--- src/rtl/spi_master_arbiter.sv ---
// Round-robin arbiter sequencing byte transfers from NREQ requesters onto one spi_master.
// Latency: req to spi_start 3 cycles (IDLE, GRANT, START); spi_busy fall to ack 1 cycle.
// Backpressure: requesters hold req until ack; a locked owner keeps the grant up to MAX_BURST bytes.
module spi_master_arbiter #(
    parameter int NREQ      = 4,
    parameter int MAX_BURST = 16,
    parameter int START_TMO = 8,
    parameter int XFER_TMO  = 512
) (
    input  logic              clk,
    input  logic              rst,
    input  logic [NREQ-1:0]   req,
    input  logic [NREQ-1:0]   lock,
    input  logic [NREQ*8-1:0] wdata,
    output logic [NREQ-1:0]   gnt,
    output logic [NREQ-1:0]   ack,
    output logic              err,
    output logic [7:0]        rdata,
    output logic              spi_start,
    output logic [7:0]        spi_data_in,
    input  logic              spi_busy,
    input  logic [7:0]        spi_data_out
);

    localparam int IW   = (NREQ > 1) ? $clog2(NREQ) : 1;
    localparam int TMAX = (XFER_TMO > START_TMO) ? XFER_TMO : START_TMO;
    localparam int TW   = $clog2(TMAX + 1);
    localparam int BW   = $clog2(MAX_BURST + 1);

    typedef enum logic [2:0] {IDLE, GRANT, START, WAIT_HI, WAIT_LO, ACK} state_t;

    state_t          state_q, state_d;
    logic [NREQ-1:0] gnt_q, gnt_d;
    logic [IW-1:0]   idx_q, idx_d;
    logic [IW-1:0]   ptr_q, ptr_d;
    logic [BW-1:0]   burst_q, burst_d;
    logic [TW-1:0]   timer_q, timer_d;
    logic            tmo_q, tmo_d;
    logic [7:0]      rdata_q, rdata_d;
    logic [7:0]      sdi_q, sdi_d;

    logic            pick_vld;
    logic [IW-1:0]   pick_idx;
    logic [BW-1:0]   burst_inc;

    function automatic logic [IW-1:0] wrap_idx(input int v);
        return IW'(v % NREQ);
    endfunction

    // Walk from the farthest candidate back to ptr so the nearest set request wins.
    always_comb begin
        pick_vld = 1'b0;
        pick_idx = '0;
        for (int k = NREQ - 1; k >= 0; k--) begin
            if (req[wrap_idx(int'(ptr_q) + k)]) begin
                pick_vld = 1'b1;
                pick_idx = wrap_idx(int'(ptr_q) + k);
            end
        end
    end

    assign burst_inc = burst_q + 1'b1;

    always_comb begin
        state_d = state_q;
        gnt_d   = gnt_q;
        idx_d   = idx_q;
        ptr_d   = ptr_q;
        burst_d = burst_q;
        timer_d = timer_q;
        tmo_d   = tmo_q;
        rdata_d = rdata_q;
        sdi_d   = sdi_q;
        case (state_q)
            IDLE: begin
                if (pick_vld) begin
                    gnt_d   = NREQ'(1) << pick_idx;
                    idx_d   = pick_idx;
                    state_d = GRANT;
                end
            end
            GRANT: begin
                sdi_d   = wdata[{idx_q, 3'b000} +: 8];
                state_d = START;
            end
            START: begin
                timer_d = '0;
                tmo_d   = 1'b0;
                state_d = WAIT_HI;
            end
            WAIT_HI: begin
                if (spi_busy) begin
                    timer_d = '0;
                    state_d = WAIT_LO;
                end else if (timer_q == TW'(START_TMO - 1)) begin
                    tmo_d   = 1'b1;
                    state_d = ACK;
                end else begin
                    timer_d = timer_q + 1'b1;
                end
            end
            WAIT_LO: begin
                if (!spi_busy) begin
                    rdata_d = spi_data_out;
                    state_d = ACK;
                end else if (timer_q == TW'(XFER_TMO - 1)) begin
                    tmo_d   = 1'b1;
                    state_d = ACK;
                end else begin
                    timer_d = timer_q + 1'b1;
                end
            end
            ACK: begin
                // A timed-out byte never extends the burst, whatever lock says.
                if (!tmo_q && lock[idx_q] && req[idx_q] && (burst_inc < BW'(MAX_BURST))) begin
                    burst_d = burst_inc;
                    state_d = GRANT;
                end else begin
                    gnt_d   = '0;
                    burst_d = '0;
                    ptr_d   = (idx_q == IW'(NREQ - 1)) ? '0 : idx_q + 1'b1;
                    state_d = IDLE;
                end
            end
            default: state_d = IDLE;
        endcase
    end

    always_ff @(posedge clk or negedge rst) begin
        if (!rst) begin
            state_q <= IDLE;
            gnt_q   <= '0;
            idx_q   <= '0;
            ptr_q   <= '0;
            burst_q <= '0;
            timer_q <= '0;
            tmo_q   <= 1'b0;
            rdata_q <= '0;
            sdi_q   <= '0;
        end else begin
            state_q <= state_d;
            gnt_q   <= gnt_d;
            idx_q   <= idx_d;
            ptr_q   <= ptr_d;
            burst_q <= burst_d;
            timer_q <= timer_d;
            tmo_q   <= tmo_d;
            rdata_q <= rdata_d;
            sdi_q   <= sdi_d;
        end
    end

    assign gnt         = gnt_q;
    assign ack         = (state_q == ACK) ? gnt_q : '0;
    assign err         = (state_q == ACK) && tmo_q;
    assign rdata       = rdata_q;
    assign spi_start   = (state_q == START);
    assign spi_data_in = sdi_q;

endmodule

--- config.mk ---
export PLATFORM = sky130hd
export DESIGN_NAME = spi_master_arbiter
export DESIGN_NICKNAME = d
export VERILOG_FILES = /design/src/rtl/spi_master_arbiter.sv
export SDC_FILE = /design/constraint.sdc
export NUM_CORES = 1
export LEC_CHECK = 0
export BUFFER_PORTS_ARGS = -buffer_cell sky130_fd_sc_hd__buf_2
export CAP_MARGIN = 20
export CORE_MARGIN = 1
export CORE_UTILIZATION = 51
export CTS_CLUSTER_DIAMETER = 200
export CTS_CLUSTER_SIZE = 25
export DETAILED_ROUTE_END_ITERATION = 6
export GPL_ROUTABILITY_DRIVEN = 0
export GPL_TIMING_DRIVEN = 0
export PLACE_DENSITY = 0.87
export SLEW_MARGIN = 25
export SYNTH_ARGS = -nofsm -noshare
export SYNTH_HDL_FRONTEND = slang
export SYNTH_SLANG_ARGS = --single-unit
--- constraint.sdc ---
create_clock -name clk -period 2.6 [get_ports clk]
set_input_delay 0.26 -clock clk [delete_from_list [all_inputs] [get_ports clk]]
set_output_delay 0.26 -clock clk [all_outputs]
set_load 0.02 [all_outputs]
### After elaboration in Yosys (flattened, before gate mapping)

Cells that the tools add are included.

| word-level totals | value |
|---|---|
| word-level logic and storage cells | 101 |
| output and inout bits | 26 |
| register bits | 43 |

| operators by class | value |
|---|---|
| shift-type cells | 2 |
| magnitude comparators | 6 |
| mux-type cells | 43 |
| reductions and logical operators | 15 |
| bitwise operators | 2 |
| add/sub/neg operators | 6 |
| equality and inequality tests | 18 |

Operator list:

| operator | count |
|---|---|
| $mux 10 | 4 |
| $shiftx 32x6->8 | 1 |
| $pmux 10 s3 | 1 |
| $pmux 3 s6 | 1 |
| $lt 2x3->1 const B | 5 |
| $mux 1 | 15 |
| $mux 3 | 5 |
| $ne 2x2->1 const B | 7 |
| $bmux 1 s2 | 6 |
| $mux 4 | 3 |
| $add 10x1->10 const B | 1 |
| $eq 10x3->1 const B | 1 |
| $eq 10x9->1 const B | 1 |
| $mux 2 | 5 |
| $ne 3x3->1 const B | 3 |
| $pmux 4 s2 | 1 |
| $eq 3x2->1 const B | 2 |
| $eq 3x3->1 const B | 2 |
| $reduce_and 2->1 | 3 |
| $reduce_and 3->1 | 2 |
| $add 5x1->5 const B | 1 |
| $lt 5x5->1 const B | 1 |
| $mux 5 | 1 |
| $reduce_and 5->1 | 1 |
| other kinds (13) | 19 |

### Longest topological paths before layout

Gate-level depths: netlist of run 1.

| logic depth | value |
|---|---|
| depth after elaboration | 10 |
| gate-level depth with buffers | 7 |
| gate-level depth less buffers | 6 |

### Worst setup path after synthesis of run 1

OpenSTA, ideal clock, no wires.

| path | value |
|---|---|
| kind | register to register |
| start point | register state_q[1] |
| end point | register timer_q[4] |
| path slack | 0.623 ns |
| cell stages (with the launch flop) | 8 |
| arrival | 1.851 ns |
| period minus slack after synthesis | 1.977 ns |
| cell sequence | dfrtp_1 > buf_6 > or3b_4 > or4_4 > buf_6 > nand3_4 > nor3_2 > mux2_4 |

| on the way | value |
|---|---|
| longest elaborated chain between the ends | 3 |
| elaborated cells on any way between the ends | 9 |
| classes of those cells | eq/ne: 6; mux: 1; reduce/logical: 2 |

RTL lines:

| item | RTL line | text |
|---|---|---|
| start: declaration | 32 | `state_t state_q, state_d;` |
| start signal: assignment | 141 | `state_q <= state_d;` |
| $eq 3x2->1 / $eq 3x3->1 (equally long branches) | 74 | `case (state_q)` |
| $ne 3x3->1 (no line), or another cell as far along | n/a |  |
| $reduce_and 4->1 (no line) | n/a |  |
| end signal: assignment | 146 | `timer_q <= timer_d;` |
| end: declaration | 37 | `logic [TW-1:0] timer_q, timer_d;` |

Parallel ways exist; a longest one is shown, timed or not.
A chain may end at the register's enable or synchronous reset.

### Final worst setup path of run 1

| path | value |
|---|---|
| start point | register idx_q[1] |
| end point | register gnt_q[1], in the netlist gnt[1] |

| on the way | value |
|---|---|
| longest elaborated chain between the ends | 7 |
| elaborated cells on any way between the ends | 9 |
| classes of those cells | eq/ne: 1; mux: 4; reduce/logical: 4 |

RTL lines:

| item | RTL line | text |
|---|---|---|
| start: declaration | 34 | `logic [IW-1:0] idx_q, idx_d;` |
| start signal: assignment | 143 | `idx_q <= idx_d;` |
| $bmux 1 s2 | 115 | `if (!tmo_q && lock[idx_q] && req[idx_q] && (burst_inc < BW'(MAX_BURST))) begin` |
| $mux 1 (not written as such) | 115 |  |
| $logic_and 1x1->1 | 115 |  |
| $logic_and 1x1->1 * (2 in series) | 115 |  |
| $ne 2x2->1 (no line) * | n/a |  |
| $reduce_and 3->1 (no line) * | n/a |  |
| end signal: assignment | 142 | `gnt_q <= gnt_d;` |
| end: declaration | 33 | `logic [NREQ-1:0] gnt_q, gnt_d;` |

Mark *: on every way between the ends. The rest lies on a longest branch, timed or not. The select of a mux whose other input is x is not followed.

==> metrics.cfg, run 1 <==
[setup_path]
worstSetupStartpoint = idx_q[1]
reg2reg_depth = 5
worstPathRequired_ps = 2840
crit_buf_inv = 1
path_class = register to register
r2r-end = gnt[1]
timing.rr.start = idx_q[1]
cp_cell_sequence = clkbuf_1 > mux4_2 > nor4_2 > a21o_1 > a22o_1
cp_slowest_cell = clkbuf_1
critPathLaunchType = register
crit_arrival_ps = 2300
cp.depth = 5
crit_path_end = gnt[1]
path_max_fanout = 10
critical-path-max-stage-delay_ps = 450
critical_path.top_delay_family = buffers and inverters
r2r_slack_ps = 530
end_kind = register

[outcome]
status = completed

[grt]
grt_pass1_vias = 1851
grt_pass1_wl_mm = 8.29
grtUsageTotal = 0.214
grt_max_degree = 44
grt_overflow = 0
antenna_found_initial = 0

[synth]
synthMuxAreaShare = 0.194
ys.flop_type = dfrtp_1
syn_area_per_cell_um2 = 11.3
synth_cell_types = 50
synth_seq_cells = 43
synthArstFlopShare = 1.00
synth.largest_area_cell = dfrtp_1
synth-simple-area-share = 0.202
synthTopCellsByArea = dfrtp_1, mux2_2, mux4_2
synth_common_cells = dfrtp_1, mux2_2, nor2_1, nand2_1, a21oi_1
synth_xor_area_frac = 0.0220
synth_area_mm2 = 0.00239
synthAdderAreaFrac = 0.0157
synth_cells = 211
synth_edf_count = 0
synthesis.yosys.warnings = 0
synth_top_family_by_area = simple AND/OR/NAND/NOR gates
synth_nets = 265
yosysMostFrequentCell = dfrtp_1
ys_seq_area_frac = 0.451
synth-compound-area-share = 0.0881
synth_top_cell_area_share = 0.451

[power_and_ir_drop]
peakVddDrop_mv = 0.590
net-switching-power_w = 0.00115
leakagePower_nw = 1.39
swShare = 0.392
clockPowerShare = 0.156
intPower_w = 0.00179
power_density_mw_per_mm2 = 992
pwr-share-seq = 0.360
power.total_w = 0.00294
comb_power_share = 0.484

[finish]
post_route_cells_drive_above_1_share = 0.422
synthToLayoutAreaGrowth_pct = 24.2
utilization = 0.671
n_fill_cell = 349
fin_cells = 348
nets = 349
n_antenna_cell = 0

[sta]
finalCriticalPeriod_ps = 2070
whs_ps = 181
fmax_mhz = 484
setup_tns_ps = 0
slew_headroom = 0.495
final_max_slew_viol_count = 0
finalHoldViolCount = 0
clock_skew_ps = 12.7
rsz0062_at_grt = false
tightestPinTransition_ps = 755
finalCritPeriodShare = 0.795
setup_viol = 0

[detailed_routing]
drc = 0
wl_mm = 5.08
wl_per_cell_um = 14.6
avgViaCountPerCell = 5.73
postRouteAntennaNets = 0
drt_iter0_drc = 104
vias = 1993
firstDrtPassIters = 4

[floorplanning]
start_util = 0.541
io_pins = 77
rows = 24
die_area_mm2 = 0.00496
dieWidth_um = 70.4
core_mm2 = 0.00441
die_y_um = 70.4

[placement]
dp_hpwl_mm = 3.86
port_buffers = 75
placedCellCount = 338

[clock_tree]
clock-sinks = 43
clk_latency_ps = 310
cts-htree-levels = 2
post-cts-setup-buffers = 0
root_buffer = clkbuf_8
clockBufferDepth = 2
clk_pin_slew_ps = 80
cts_tree = done
cts-buffers-inserted = 5

[worst_hold_path]
hold_class = input pin to register
min-delay-start = spi_data_out[5]

[run]
maxCapViolations = 0

worst min path at each step:
stage	to	slack, ps	cells past startpoint
after global placement	rdata[4]	440	1
after global routing	rdata[4]	180	2
final	rdata[5]	180	2
after floorplan	burst_q[0]	-40	0
after CTS	rdata[7]	120	1
after detailed placement	rdata[7]	460	1
logic make-up after synthesis:
family	Yosys count
compound gates	31
xor+xnor	6
fa+ha+maj	3
buf+inv	12
flops	43
mux	32
simple gates	84
area by class of cell:
type                            count  area (µm²)  share of cell area
Clock buffer                        6        82.6              0.0279
Multi-Input combinational cell    156        1250               0.420
Tap cell                           52        65.1              0.0220
Buffer                              8        50.0              0.0169
Timing Repair Buffer               77         413               0.139
Inverter                            4        15.0             0.00507
Sequential cell                    43        1080               0.363
Clock inverter                      2        16.3             0.00549
through the flow:
stage	setup WS (ps)	instance area, µm²
finish	532	2960
CTS	516	2930
floorplan	623	2390
global placement	567	2830
detailed placement	549	2830
global route	394	2960
metal layers:
metal / wire length [µm] / track usage / up-vias / part of all wire
met5: 0 / 0 / - / 0
met4: 36 / 0.0667 / 0 / 0.0071
met3: 252 / 0.0375 / 3 / 0.050
met2: 2670 / 0.371 / 55 / 0.53
met1: 2120 / 0.270 / 976 / 0.42
li1: - / - / 959 / -
power groups by stage:
stage               clock (W)  sequential, W  combinational, W
finish               0.000458        0.00106           0.00142
global route         0.000493        0.00109           0.00155
CTS                  0.000469        0.00106           0.00143
detailed placement          0        0.00107           0.00143
global placement            0        0.00106           0.00138
floorplan                   0        0.00124          0.000845
registers in the layout (all words and copies together) (netlist names):
name and flops:
burst_q 5, gnt 4, idx_q 2, ptr_q 2
rdata 8, spi_data_in 8, state_q 3, timer_q 10
tmo_q 1
layout by cell type (no fill, tap or decap), types with 4 or more instances in the layout:
master     n
buf_2     76
dfrtp_1   43
nor2_1    20
mux2_2    20
nand2_1   13
a21oi_1   10
mux4_2     9
and2_1     7
nand3_1    7
a22o_1     6
nand4_1    6
clkbuf_8   6
xor2_1     5
inv_1      4
what timing repair did:
action,CTS,global route
resized for setup,0,0
hold endpoints to repair,0,18
hold buffers,0,1
(Power assumes the default switching activity.)
==> inputs of run 2 (changes only) <==
==> constraint.sdc (replaced) <==
create_clock -name clk -period 2 [get_ports clk]
set_input_delay 0.2 -clock clk [delete_from_list [all_inputs] [get_ports clk]]
set_output_delay 0.2 -clock clk [all_outputs]
set_load 0.02 [all_outputs]
==> run 2 against run 1 <==
Against the previous run:
- setup slack worse by 510 ps
- design area up 3.9%
- routed wire length up 7.0%
- count of clock-buffer cells in the layout unchanged
- critical path depth up 1
- combinational power up 39%
- clock skew up 0.54 ps
- core utilization up 2.6 points
- global-route usage up 0.59 points
- register-to-register slack worse by 510 ps
- sequential cell count unchanged
- hold slack worse by 61 ps
==> metrics.cfg, run 2 (synthesis results as in run 1) <==
[setup_path]
worstSetupStartpoint = state_q[1]
timing.rr.start = state_q[1]
cp_cell_sequence = buf_6 > or3b_4 > or4_4 > nand3_4 > nor3_2 > mux2_4
crit_buf_inv = 1  ; unchanged
path_class = register to register
critical_path.top_delay_family = simple AND/OR/NAND/NOR gates
cp_slowest_cell = or4_4
critPathLaunchType = register
critical-path-max-stage-delay_ps = 480  ; +30 ps
crit_arrival_ps = 2190  ; -110 ps
path_max_fanout = 9  ; -1
worstPathRequired_ps = 2210  ; -630 ps
end_kind = register

[floorplanning]
io_pins = 77  ; unchanged
die_area_mm2 = 0.00496  ; unchanged
die_y_um = 70.4  ; unchanged
core_mm2 = 0.00441  ; unchanged
dieWidth_um = 70.4  ; unchanged
rows = 24  ; unchanged
start_util = 0.541  ; unchanged

[clock_tree]
clk_latency_ps = 310  ; about the same
cts-buffers-inserted = 5  ; unchanged
clock-sinks = 43  ; unchanged
clk_pin_slew_ps = 90  ; about the same
cts-htree-levels = 2  ; unchanged
root_buffer = clkbuf_8
clockBufferDepth = 2  ; unchanged
cts_tree = done

[sta]
setup_viol = 0  ; unchanged
final_max_slew_viol_count = 0  ; unchanged
finalHoldViolCount = 0  ; unchanged
whs_ps = 120  ; -61.4 ps
clock_skew_ps = 13.3  ; +0.542 ps
rsz0062_at_grt = true
setup_tns_ps = 0  ; unchanged
slew_headroom = 0.481  ; -0.0135
fmax_mhz = 505  ; +4.4%
finalCritPeriodShare = 0.990  ; +0.195
tightestPinTransition_ps = 775  ; +20.2 ps
finalCriticalPeriod_ps = 1980  ; -86.9 ps

[detailed_routing]
vias = 2042  ; +2.5%
wl_per_cell_um = 15.3  ; +4.5%
avgViaCountPerCell = 5.74  ; +0.16%
drt_iter0_drc = 136  ; +31%
firstDrtPassIters = 6  ; +2
wl_mm = 5.43  ; +7.0%
postRouteAntennaNets = 0  ; unchanged
drc = 0  ; unchanged

[finish]
largest_reg_flops = 10  ; unchanged
largest_register = timer_q
final_cell_mix = buf_2, dfrtp_1, mux2_2
mostFrequentLayoutCell = buf_2
post_route_cells_drive_above_1_share = 0.480  ; +0.0580
synthToLayoutAreaGrowth_pct = 29.0
nets = 357  ; +2.3%
n_antenna_cell = 0  ; unchanged
n_fill_cell = 325  ; -6.9%

[outcome]
status = completed

[power_and_ir_drop]
power_density_mw_per_mm2 = 1300  ; +31%
power.total_w = 0.00401  ; +36%
peakVddDrop_mv = 0.797  ; +35%
leakagePower_nw = 1.43  ; +3.2%

[grt]
grt_pass1_wl_mm = 8.54  ; +3.0%
grt_overflow = 0  ; unchanged
antenna_found_initial = 0  ; unchanged
grt_max_degree = 44  ; unchanged
grt_pass1_vias = 1877  ; +1.4%
grtUsageTotal = 0.220  ; +0.00590

[run]
maxCapViolations = 0  ; unchanged

[placement]
port_buffers = 75  ; unchanged
dp_hpwl_mm = 3.86  ; unchanged

[worst_hold_path]
min-delay-start = spi_data_out[5]
hold_class = input pin to register

==> run 2: worst paths after layout <==
check / slack, ps / cells past startpoint / end
min: 120 / 2 / rdata[5]
min reg2reg: 510 / 1 / spi_data_in[1]
min in group asynchronous: 420 / 2 / rdata[7]
max in group asynchronous: 1180 / 2 / state_q[0]
max: 20 / 6 / timer_q[4]
max reg2reg: 20 / 6 / timer_q[4]
==> run 2: final cells by class <==
cell class | instances | area [µm²] | share of cell area
Multi-Input combinational cell | 156 | 1300 | 0.421
Sequential cell | 43 | 1080 | 0.350
Timing Repair Buffer | 88 | 494 | 0.161
Clock buffer | 6 | 82.6 | 0.0268
Tap cell | 52 | 65.1 | 0.0211
Buffer | 5 | 31.3 | 0.0102
Clock inverter | 2 | 16.3 | 0.00528
Inverter | 4 | 15.0 | 0.00488
==> run 2: metrics by stage <==
step                      instances  setup slack [ps]  utilization  area [µm²]
after global placement          338             -32.7        0.641        2830
after global routing            356             -43.6        0.698        3080
after detailed placement        338             -50.7        0.641        2830
after CTS                       348              3.34        0.671        2960
after floorplan                 211              23.4            -        2390
final                           356              19.2        0.698        3080
==> run 2: metal layers <==
metal | vias to the layer above | GRT usage | share of wire
met5 | - | 0 | 0
met4 | 0 | 0.0667 | 0.0079
met3 | 5 | 0.0375 | 0.047
met2 | 62 | 0.377 | 0.53
met1 | 1007 | 0.284 | 0.42
li1 | 968 | - | -
==> run 2: worst reg2reg max path: stages, from the launching register on <==
cell     delay (ps)
dfrtp_1         380
buf_6           130
or3b_4          390
or4_4           480
nand3_4         150
nor3_2           60
mux2_4          280
==> run 2: timing repair <==
item                                    in CTS  in global routing
endpoints found under the setup margin      13                 33
hold buffers                                 0                  1
resized for setup                            1                 15
pin swaps                                    1                  6
cloned                                       0                  0
hold endpoints to repair                     0                 43
setup buffers                                4                  8
==> run 2: report_power, final <==
part / internal (W) / switching (W)
Sequential: 0.00119 / 0.000249
Clock: 0.000282 / 0.000319
Combinational: 0.000976 / 0.000994
Total: 0.00245 / 0.00156
